[src/rtl/pipeline_hazard_ctrl_pkg.sv]
// Shared pipeline control types: FSM encoding, NOP/bubble encoding and the
// bundle of stage-control strobes produced by the hazard controller.
package pipeline_hazard_ctrl_pkg;

  typedef enum logic [0:0] {
    ST_RUN      = 1'b0,
    ST_MDU_WAIT = 1'b1
  } hz_state_e;

  // RV32I canonical NOP (addi x0, x0, 0) loaded into a stage as a bubble.
  localparam logic [31:0] NOP_INSN = 32'h0000_0013;

  typedef struct packed {
    logic pc_write;
    logic ifid_write;
    logic ifid_flush;
    logic idex_flush;
    logic exmem_bubble;
    logic mdu_start;
    logic mdu_abort;
  } hz_ctrl_t;

  localparam hz_ctrl_t CTRL_DEFAULT = '{
    pc_write:     1'b1,
    ifid_write:   1'b1,
    ifid_flush:   1'b0,
    idex_flush:   1'b0,
    exmem_bubble: 1'b0,
    mdu_start:    1'b0,
    mdu_abort:    1'b0
  };

endpackage

[src/rtl/pipeline_hazard_ctrl_if.sv]
// Hazard-controller bus: pipeline stage status in, stall/flush/MDU strobes out.
interface pipeline_hazard_ctrl_if #(
  parameter int CNT_W = 16
);
  logic [4:0]       ifId_Rs1;
  logic [4:0]       ifId_Rs2;
  logic             ifId_UseRs2;
  logic [4:0]       idEx_Rd;
  logic             idEx_MemRead;
  logic             idEx_MduOp;
  logic             branchTaken;
  logic             mduDone;
  logic             pcWrite;
  logic             ifIdWrite;
  logic             ifIdFlush;
  logic             idExFlush;
  logic             exMemBubble;
  logic             mduStart;
  logic             mduAbort;
  logic             mduErr;
  logic [CNT_W-1:0] stallCnt;

  modport master (
    output ifId_Rs1, ifId_Rs2, ifId_UseRs2, idEx_Rd, idEx_MemRead,
           idEx_MduOp, branchTaken, mduDone,
    input  pcWrite, ifIdWrite, ifIdFlush, idExFlush, exMemBubble,
           mduStart, mduAbort, mduErr, stallCnt
  );

  modport slave (
    input  ifId_Rs1, ifId_Rs2, ifId_UseRs2, idEx_Rd, idEx_MemRead,
           idEx_MduOp, branchTaken, mduDone,
    output pcWrite, ifIdWrite, ifIdFlush, idExFlush, exMemBubble,
           mduStart, mduAbort, mduErr, stallCnt
  );

endinterface

[src/rtl/pipeline_hazard_ctrl_load_use_detect.sv]
// Load-use comparator: EX holds a load whose destination feeds the ID instruction.
module load_use_detect (
  input  logic       mem_read_i,
  input  logic [4:0] rd_i,
  input  logic [4:0] rs1_i,
  input  logic [4:0] rs2_i,
  input  logic       use_rs2_i,
  output logic       hazard_o
);

  // x0 is hardwired to zero, so a load targeting it never creates a dependency.
  assign hazard_o = mem_read_i && (rd_i != 5'd0) &&
                    ((rd_i == rs1_i) || (use_rs2_i && (rd_i == rs2_i)));

endmodule

[src/rtl/pipeline_hazard_ctrl.sv]
// Pipeline hazard controller: load-use stalls, branch flushes and multi-cycle
// MDU freeze with watchdog abort and a saturating stall counter.
module pipeline_hazard_ctrl
  import pipeline_hazard_ctrl_pkg::*;
#(
  parameter int CNT_W    = 16,
  parameter int WDOG_MAX = 63
) (
  input logic                  clk,
  input logic                  rst_n,
  pipeline_hazard_ctrl_if.slave bus
);

  localparam int WDOG_W = (WDOG_MAX < 2) ? 1 : $clog2(WDOG_MAX + 1);

  hz_state_e        state_q, state_d;
  logic [WDOG_W-1:0] wdog_q, wdog_d;
  logic [CNT_W-1:0] stall_cnt_q, stall_cnt_d;
  logic             mdu_err_q, mdu_err_d;
  hz_ctrl_t         ctrl_s;
  logic             load_use_s;

  load_use_detect u_load_use_detect (
    .mem_read_i (bus.idEx_MemRead),
    .rd_i       (bus.idEx_Rd),
    .rs1_i      (bus.ifId_Rs1),
    .rs2_i      (bus.ifId_Rs2),
    .use_rs2_i  (bus.ifId_UseRs2),
    .hazard_o   (load_use_s)
  );

  // Control strobes and next-state; outputs fall back to defaults while in reset.
  always_comb begin
    ctrl_s    = CTRL_DEFAULT;
    state_d   = state_q;
    wdog_d    = wdog_q;
    mdu_err_d = mdu_err_q;
    if (!rst_n) begin
      ctrl_s = CTRL_DEFAULT;
    end else begin
      case (state_q)
        ST_RUN: begin
          if (bus.branchTaken) begin
            ctrl_s.ifid_flush = 1'b1;
            ctrl_s.idex_flush = 1'b1;
          end else if (bus.idEx_MduOp) begin
            ctrl_s.mdu_start    = 1'b1;
            ctrl_s.pc_write     = 1'b0;
            ctrl_s.ifid_write   = 1'b0;
            ctrl_s.exmem_bubble = 1'b1;
            state_d             = ST_MDU_WAIT;
            wdog_d              = '0;
          end else if (load_use_s) begin
            ctrl_s.pc_write   = 1'b0;
            ctrl_s.ifid_write = 1'b0;
            ctrl_s.idex_flush = 1'b1;
          end else begin
            ctrl_s = CTRL_DEFAULT;
          end
        end
        ST_MDU_WAIT: begin
          // A result arriving on the watchdog limit cycle still completes normally.
          if (bus.mduDone) begin
            state_d = ST_RUN;
          end else if (wdog_q == WDOG_W'(WDOG_MAX)) begin
            ctrl_s.mdu_abort = 1'b1;
            mdu_err_d        = 1'b1;
            state_d          = ST_RUN;
          end else begin
            ctrl_s.pc_write     = 1'b0;
            ctrl_s.ifid_write   = 1'b0;
            ctrl_s.exmem_bubble = 1'b1;
            wdog_d              = wdog_q + WDOG_W'(1);
          end
        end
        default: begin
          state_d = ST_RUN;
        end
      endcase
    end
  end

  // Saturating stall counter next value.
  always_comb begin
    stall_cnt_d = stall_cnt_q;
    if (!ctrl_s.pc_write && (stall_cnt_q != {CNT_W{1'b1}})) begin
      stall_cnt_d = stall_cnt_q + CNT_W'(1);
    end else begin
      stall_cnt_d = stall_cnt_q;
    end
  end

  // State, watchdog, stall counter and sticky error registers.
  always_ff @(posedge clk or negedge rst_n) begin
    if (!rst_n) begin
      state_q     <= ST_RUN;
      wdog_q      <= '0;
      stall_cnt_q <= '0;
      mdu_err_q   <= 1'b0;
    end else begin
      state_q     <= state_d;
      wdog_q      <= wdog_d;
      stall_cnt_q <= stall_cnt_d;
      mdu_err_q   <= mdu_err_d;
    end
  end

  assign bus.pcWrite     = ctrl_s.pc_write;
  assign bus.ifIdWrite   = ctrl_s.ifid_write;
  assign bus.ifIdFlush   = ctrl_s.ifid_flush;
  assign bus.idExFlush   = ctrl_s.idex_flush;
  assign bus.exMemBubble = ctrl_s.exmem_bubble;
  assign bus.mduStart    = ctrl_s.mdu_start;
  assign bus.mduAbort    = ctrl_s.mdu_abort;
  assign bus.mduErr      = mdu_err_q;
  assign bus.stallCnt    = stall_cnt_q;

endmodule

[src/flat_wrapper.sv]
// flat-port wrapper written by rule: the top's interface ports become plain ports
module pipeline_hazard_ctrl_flat import pipeline_hazard_ctrl_pkg::*;
#(
  parameter int CNT_W    = 16,
  parameter int WDOG_MAX = 63
)
  (clk, rst_n, bus_ifId_Rs1, bus_ifId_Rs2, bus_ifId_UseRs2, bus_idEx_Rd, bus_idEx_MemRead, bus_idEx_MduOp, bus_branchTaken, bus_mduDone, bus_pcWrite, bus_ifIdWrite, bus_ifIdFlush, bus_idExFlush, bus_exMemBubble, bus_mduStart, bus_mduAbort, bus_mduErr, bus_stallCnt);
  pipeline_hazard_ctrl_if #(.CNT_W(CNT_W)) bus_i ();
  input logic clk;
  input logic rst_n;
  input wire logic [$bits(bus_i.ifId_Rs1)-1:0] bus_ifId_Rs1;
  input wire logic [$bits(bus_i.ifId_Rs2)-1:0] bus_ifId_Rs2;
  input wire logic [$bits(bus_i.ifId_UseRs2)-1:0] bus_ifId_UseRs2;
  input wire logic [$bits(bus_i.idEx_Rd)-1:0] bus_idEx_Rd;
  input wire logic [$bits(bus_i.idEx_MemRead)-1:0] bus_idEx_MemRead;
  input wire logic [$bits(bus_i.idEx_MduOp)-1:0] bus_idEx_MduOp;
  input wire logic [$bits(bus_i.branchTaken)-1:0] bus_branchTaken;
  input wire logic [$bits(bus_i.mduDone)-1:0] bus_mduDone;
  output wire logic [$bits(bus_i.pcWrite)-1:0] bus_pcWrite;
  output wire logic [$bits(bus_i.ifIdWrite)-1:0] bus_ifIdWrite;
  output wire logic [$bits(bus_i.ifIdFlush)-1:0] bus_ifIdFlush;
  output wire logic [$bits(bus_i.idExFlush)-1:0] bus_idExFlush;
  output wire logic [$bits(bus_i.exMemBubble)-1:0] bus_exMemBubble;
  output wire logic [$bits(bus_i.mduStart)-1:0] bus_mduStart;
  output wire logic [$bits(bus_i.mduAbort)-1:0] bus_mduAbort;
  output wire logic [$bits(bus_i.mduErr)-1:0] bus_mduErr;
  output wire logic [$bits(bus_i.stallCnt)-1:0] bus_stallCnt;
  assign bus_i.ifId_Rs1 = bus_ifId_Rs1;
  assign bus_i.ifId_Rs2 = bus_ifId_Rs2;
  assign bus_i.ifId_UseRs2 = bus_ifId_UseRs2;
  assign bus_i.idEx_Rd = bus_idEx_Rd;
  assign bus_i.idEx_MemRead = bus_idEx_MemRead;
  assign bus_i.idEx_MduOp = bus_idEx_MduOp;
  assign bus_i.branchTaken = bus_branchTaken;
  assign bus_i.mduDone = bus_mduDone;
  assign bus_pcWrite = bus_i.pcWrite;
  assign bus_ifIdWrite = bus_i.ifIdWrite;
  assign bus_ifIdFlush = bus_i.ifIdFlush;
  assign bus_idExFlush = bus_i.idExFlush;
  assign bus_exMemBubble = bus_i.exMemBubble;
  assign bus_mduStart = bus_i.mduStart;
  assign bus_mduAbort = bus_i.mduAbort;
  assign bus_mduErr = bus_i.mduErr;
  assign bus_stallCnt = bus_i.stallCnt;
  pipeline_hazard_ctrl #(.CNT_W(CNT_W), .WDOG_MAX(WDOG_MAX)) u_core (.clk(clk), .rst_n(rst_n), .bus(bus_i));
endmodule
[config.mk]
export PLATFORM = sky130hd
export DESIGN_NAME = pipeline_hazard_ctrl_flat
export DESIGN_NICKNAME = d
export VERILOG_FILES = /design/src/rtl/pipeline_hazard_ctrl_pkg.sv /design/src/rtl/pipeline_hazard_ctrl_if.sv /design/src/rtl/pipeline_hazard_ctrl_load_use_detect.sv /design/src/rtl/pipeline_hazard_ctrl.sv /design/src/flat_wrapper.sv
export SDC_FILE = /design/constraint.sdc
export NUM_CORES = 1
export LEC_CHECK = 0
export BUFFER_PORTS_ARGS = -buffer_cell sky130_fd_sc_hd__clkbuf_2
export CORE_MARGIN = 2
export CORE_UTILIZATION = 35
export DETAILED_ROUTE_END_ITERATION = 8
export PLACE_DENSITY = 0.7
export SLEW_MARGIN = 20
export SYNTH_ARGS = -nofsm -noshare
export SYNTH_HDL_FRONTEND = slang
export SYNTH_SLANG_ARGS = --single-unit
export TNS_END_PERCENT = 20
[constraint.sdc]
create_clock -name clk -period 2.6 [get_ports clk]
set_clock_uncertainty 0.2 [all_clocks]
set_input_delay 0.52 -clock clk [delete_from_list [all_inputs] [get_ports clk]]
set_output_delay 0.52 -clock clk [all_outputs]
set_load 0.01 [all_outputs]
==> results.json <==
{
  "antennaDiodeCount": 0,
  "clk_pin_slew_worst_paths_ns": 0.09,
  "p_per_area_nw_per_um2": 564,
  "avgSynthCellArea_sq_um": 10.1,
  "clock_path_buffers": 2,
  "total_power_uw": 986,
  "max_freq_mhz": 401,
  "fill_cells": 380,
  "die_h_microns": 66.2,
  "start_util_pct": 36.7,
  "area_growth_pct": 29.2,
  "layout_setup_ws_ns": 0.105,
  "holdBufCountCts": 0,
  "ys_ff_latch": 24,
  "drc": 0,
  "timing.slew.headroom_pct": 78.5,
  "viasPerCell": 4.91,
  "synth-seq-area-share_pct": 44.4,
  "die_w_microns": 66.2,
  "syn_area_sq_um": 1350,
  "path_class": "primary input to output port",
  "hold_class": "primary input to asynchronous set/reset pin",
  "track_usage_pct": 15.0,
  "fin_cells": 237,
  "routed_wl_microns": 2960,
  "cap_violations": 0,
  "gp_congestion": 0.783,
  "rows": 22,
  "synth_cells": 134,
  "critPathCaptureType": "output port",
  "synth_cell_types": 34,
  "maxSlewViolCount": 0,
  "antenna_found_initial": 0,
  "clock_latency_ns": 0.26,
  "dp_cells": 233,
  "dp_hpwl_microns": 2390,
  "crit_arrival_ns": 1.77,
  "ir_drop_v": 0.000522,
  "coreArea_sq_um": 3690,
  "root_buffer": "clkbuf_8",
  "finalHoldViolations": 0,
  "vias": 1164,
  "cp-start-kind": "primary input",
  "p_leak_nw": 0.912,
  "pre_cts_slack_ns": 0.0950,
  "tightest_slew_ns": 0.323,
  "gr-total-overflow": 0,
  "cts_sinks": 24,
  "required_ns": 1.88,
  "layout_worst_path_cycle_share_pct": 96.0,
  "grt_pass1_wl_microns": 5070,
  "htree_num_levels": 1,
  "die-area_sq_um": 4380,
  "grt_max_degree": 15,
  "setup_violations": 0,
  "drive_above_1_share_pct": 35.4,
  "cp_max_fo": 4,
  "cts_buffers": 3,
  "numPortBuffers": 45,
  "period_minus_slack_ns": 2.49,
  "syn_nets": 158,
  "firstDrtPassIters": 4,
  "drtIter0Drc": 49,
  "avgRoutedWirePerCell_microns": 12.5,
  "post_cts_buffers": 0,
  "ant_nets": 0,
  "yosysWarningCount": 0,
  "io_pins": 46,
  "status": "finished clean",
  "cts_tree": "built",
  "final_nets": 214,
  "grt_pass1_vias": 1165
}
-- cell type report --
class	count	area [sq um]	area share, %
clock buffers	4	55.1	3.15
inverters	6	22.5	1.29
multi-input cells	102	726	41.5
flip-flops and latches	24	601	34.3
well taps	48	60.1	3.43
repair buffers	53	285	16.3
-- power breakdown --
group          switching, mW  leakage, nW  internal, mW
clock                  0.115       0.0288         0.135
sequential            0.0658        0.319         0.424
combinational          0.126        0.564         0.121
-- worst paths after layout --
| path | to | from | cells after the start | slack [ns] |
|---|---|---|---|---|
| setup / recovery | bus_idExFlush | bus_idEx_Rd[1] | 7 | 0.11 |
| max in group asynchronous | u_core.bus.stallCnt[10] | rst_n | 2 | 2.00 |
| hold / removal | u_core.wdog_q[5] | rst_n | 2 | 0.02 |
| hold reg to reg | u_core.bus.mduErr | u_core.bus.mduErr | 1 | 0.28 |
| min in group clk | u_core.bus.mduErr | u_core.bus.mduErr | 1 | 0.28 |
| setup reg to reg | u_core.bus.stallCnt[5] | u_core.bus.stallCnt[0] | 8 | 0.43 |
-- kinds of logic (layout without fill, tap and decap cells) --
group | after synthesis | in the layout | share of synthesized area [%]
compound gates | 14 | 14 | 8.04
xor+xnor | 28 | 28 | 18.1
fa+ha+maj | 2 | 2 | 1.85
buf+inv | 8 | 63 | 3.05
flops | 24 | 24 | 44.4
mux | 2 | 2 | 1.85
simple gates | 56 | 56 | 22.7
-- metal layers --
layer  share of wire [%]  track usage (%)  routed length (microns)  vias to the layer above
met5                   0                0                        0                        -
met4                0.88             2.30                       26                        0
met3                 3.7             3.58                      111                        4
met2                  52             26.9                     1530                       23
met1                  44             18.6                     1300                      560
li1                    -                -                        -                      577
-- placed cells by master, fill, tap and decap left out, types with 2 or more instances in the layout --
master    synthesis  layout
a21oi_1           2       2
and3_1            5       5
and4_1            2       2
buf_4             1       8
clkbuf_2          0      45
clkbuf_8          0       4
dfrtp_1          24      24
ha_1              2       2
inv_1             6       6
nand2_1          12      12
nand3_1           9       9
nand4_1           7       7
nor2_1           11      11
nor3_1            2       2
o21ai_0           3       3
o21ai_2           2       2
xnor2_1          15      15
xor2_1           13      13
-- synthesized netlist by cell type --
| library cell | instances | area [sq um] |
|---|---|---|
| or4_4 | 1 | 11.3 |
| nor3b_1 | 1 | 7.51 |
| o211a_1 | 1 | 10.0 |
| inv_1 | 6 | 22.5 |
| a21o_1 | 1 | 7.51 |
| o211ai_2 | 1 | 12.5 |
| buf_6 | 1 | 11.3 |
| nor4_1 | 1 | 6.26 |
| and3_1 | 5 | 31.3 |
| a32oi_1 | 1 | 8.76 |
| nand3b_1 | 1 | 7.51 |
| mux2_4 | 1 | 15.0 |
| xnor2_1 | 15 | 131 |
| nand2_1 | 12 | 45.0 |
| mux2i_1 | 1 | 10.0 |
| o21ai_0 | 3 | 15.0 |
| buf_4 | 1 | 7.51 |
| nor3_1 | 2 | 10.0 |
| a21oi_1 | 2 | 10.0 |
| and2_1 | 1 | 6.26 |
| and4_1 | 2 | 17.5 |
| xor2_1 | 13 | 114 |
| a41o_1 | 1 | 10.0 |
| dfrtp_1 | 24 | 601 |
| and3_2 | 1 | 7.51 |
| nand4_1 | 7 | 43.8 |
| nor4_4 | 1 | 21.3 |
| ha_1 | 2 | 25.0 |
| nand3_1 | 9 | 45.0 |
| o21ai_2 | 2 | 17.5 |
| a22o_1 | 1 | 8.76 |
| or2_2 | 1 | 6.26 |
| a41oi_1 | 1 | 8.76 |
| nor2_1 | 11 | 41.3 |
-- registers in the layout, summed over array words and instances (netlist names) --
signal	cells
u_core.bus.stallCnt	16
u_core.wdog_q	6
u_core.bus.mduErr	1
u_core.state_q	1
-- worst max-delay path, cell delays in order --
cell	delay, ns
clkbuf_2	0.13
xor2_1	0.18
nor4_2	0.27
a32oi_2	0.18
nor3_1	0.21
o211a_1	0.15
clkbuf_2	0.13
-- stage by stage --
step	TNS [ns]	area (sq um)	hold slack, ns	utilization [%]
2_1_floorplan	0	1350	0.0244	-
3_3_place_gp	0	1680	0.249	45.6
3_5_place_dp	0	1680	0.268	45.6
4_1_cts	0	1740	0.0244	47.0
5_1_grt	-0.00503	1750	0.0357	47.4
6_report	0	1750	0.0225	47.4
-- timing repair --
| item | 4_1_cts | 5_1_grt |
|---|---|---|
| hold endpoints to repair | 0 | 0 |
| endpoints found under the setup margin | 0 | 1 |
| resized for setup | 0 | 2 |
Power figures use the tool's default switching activity.
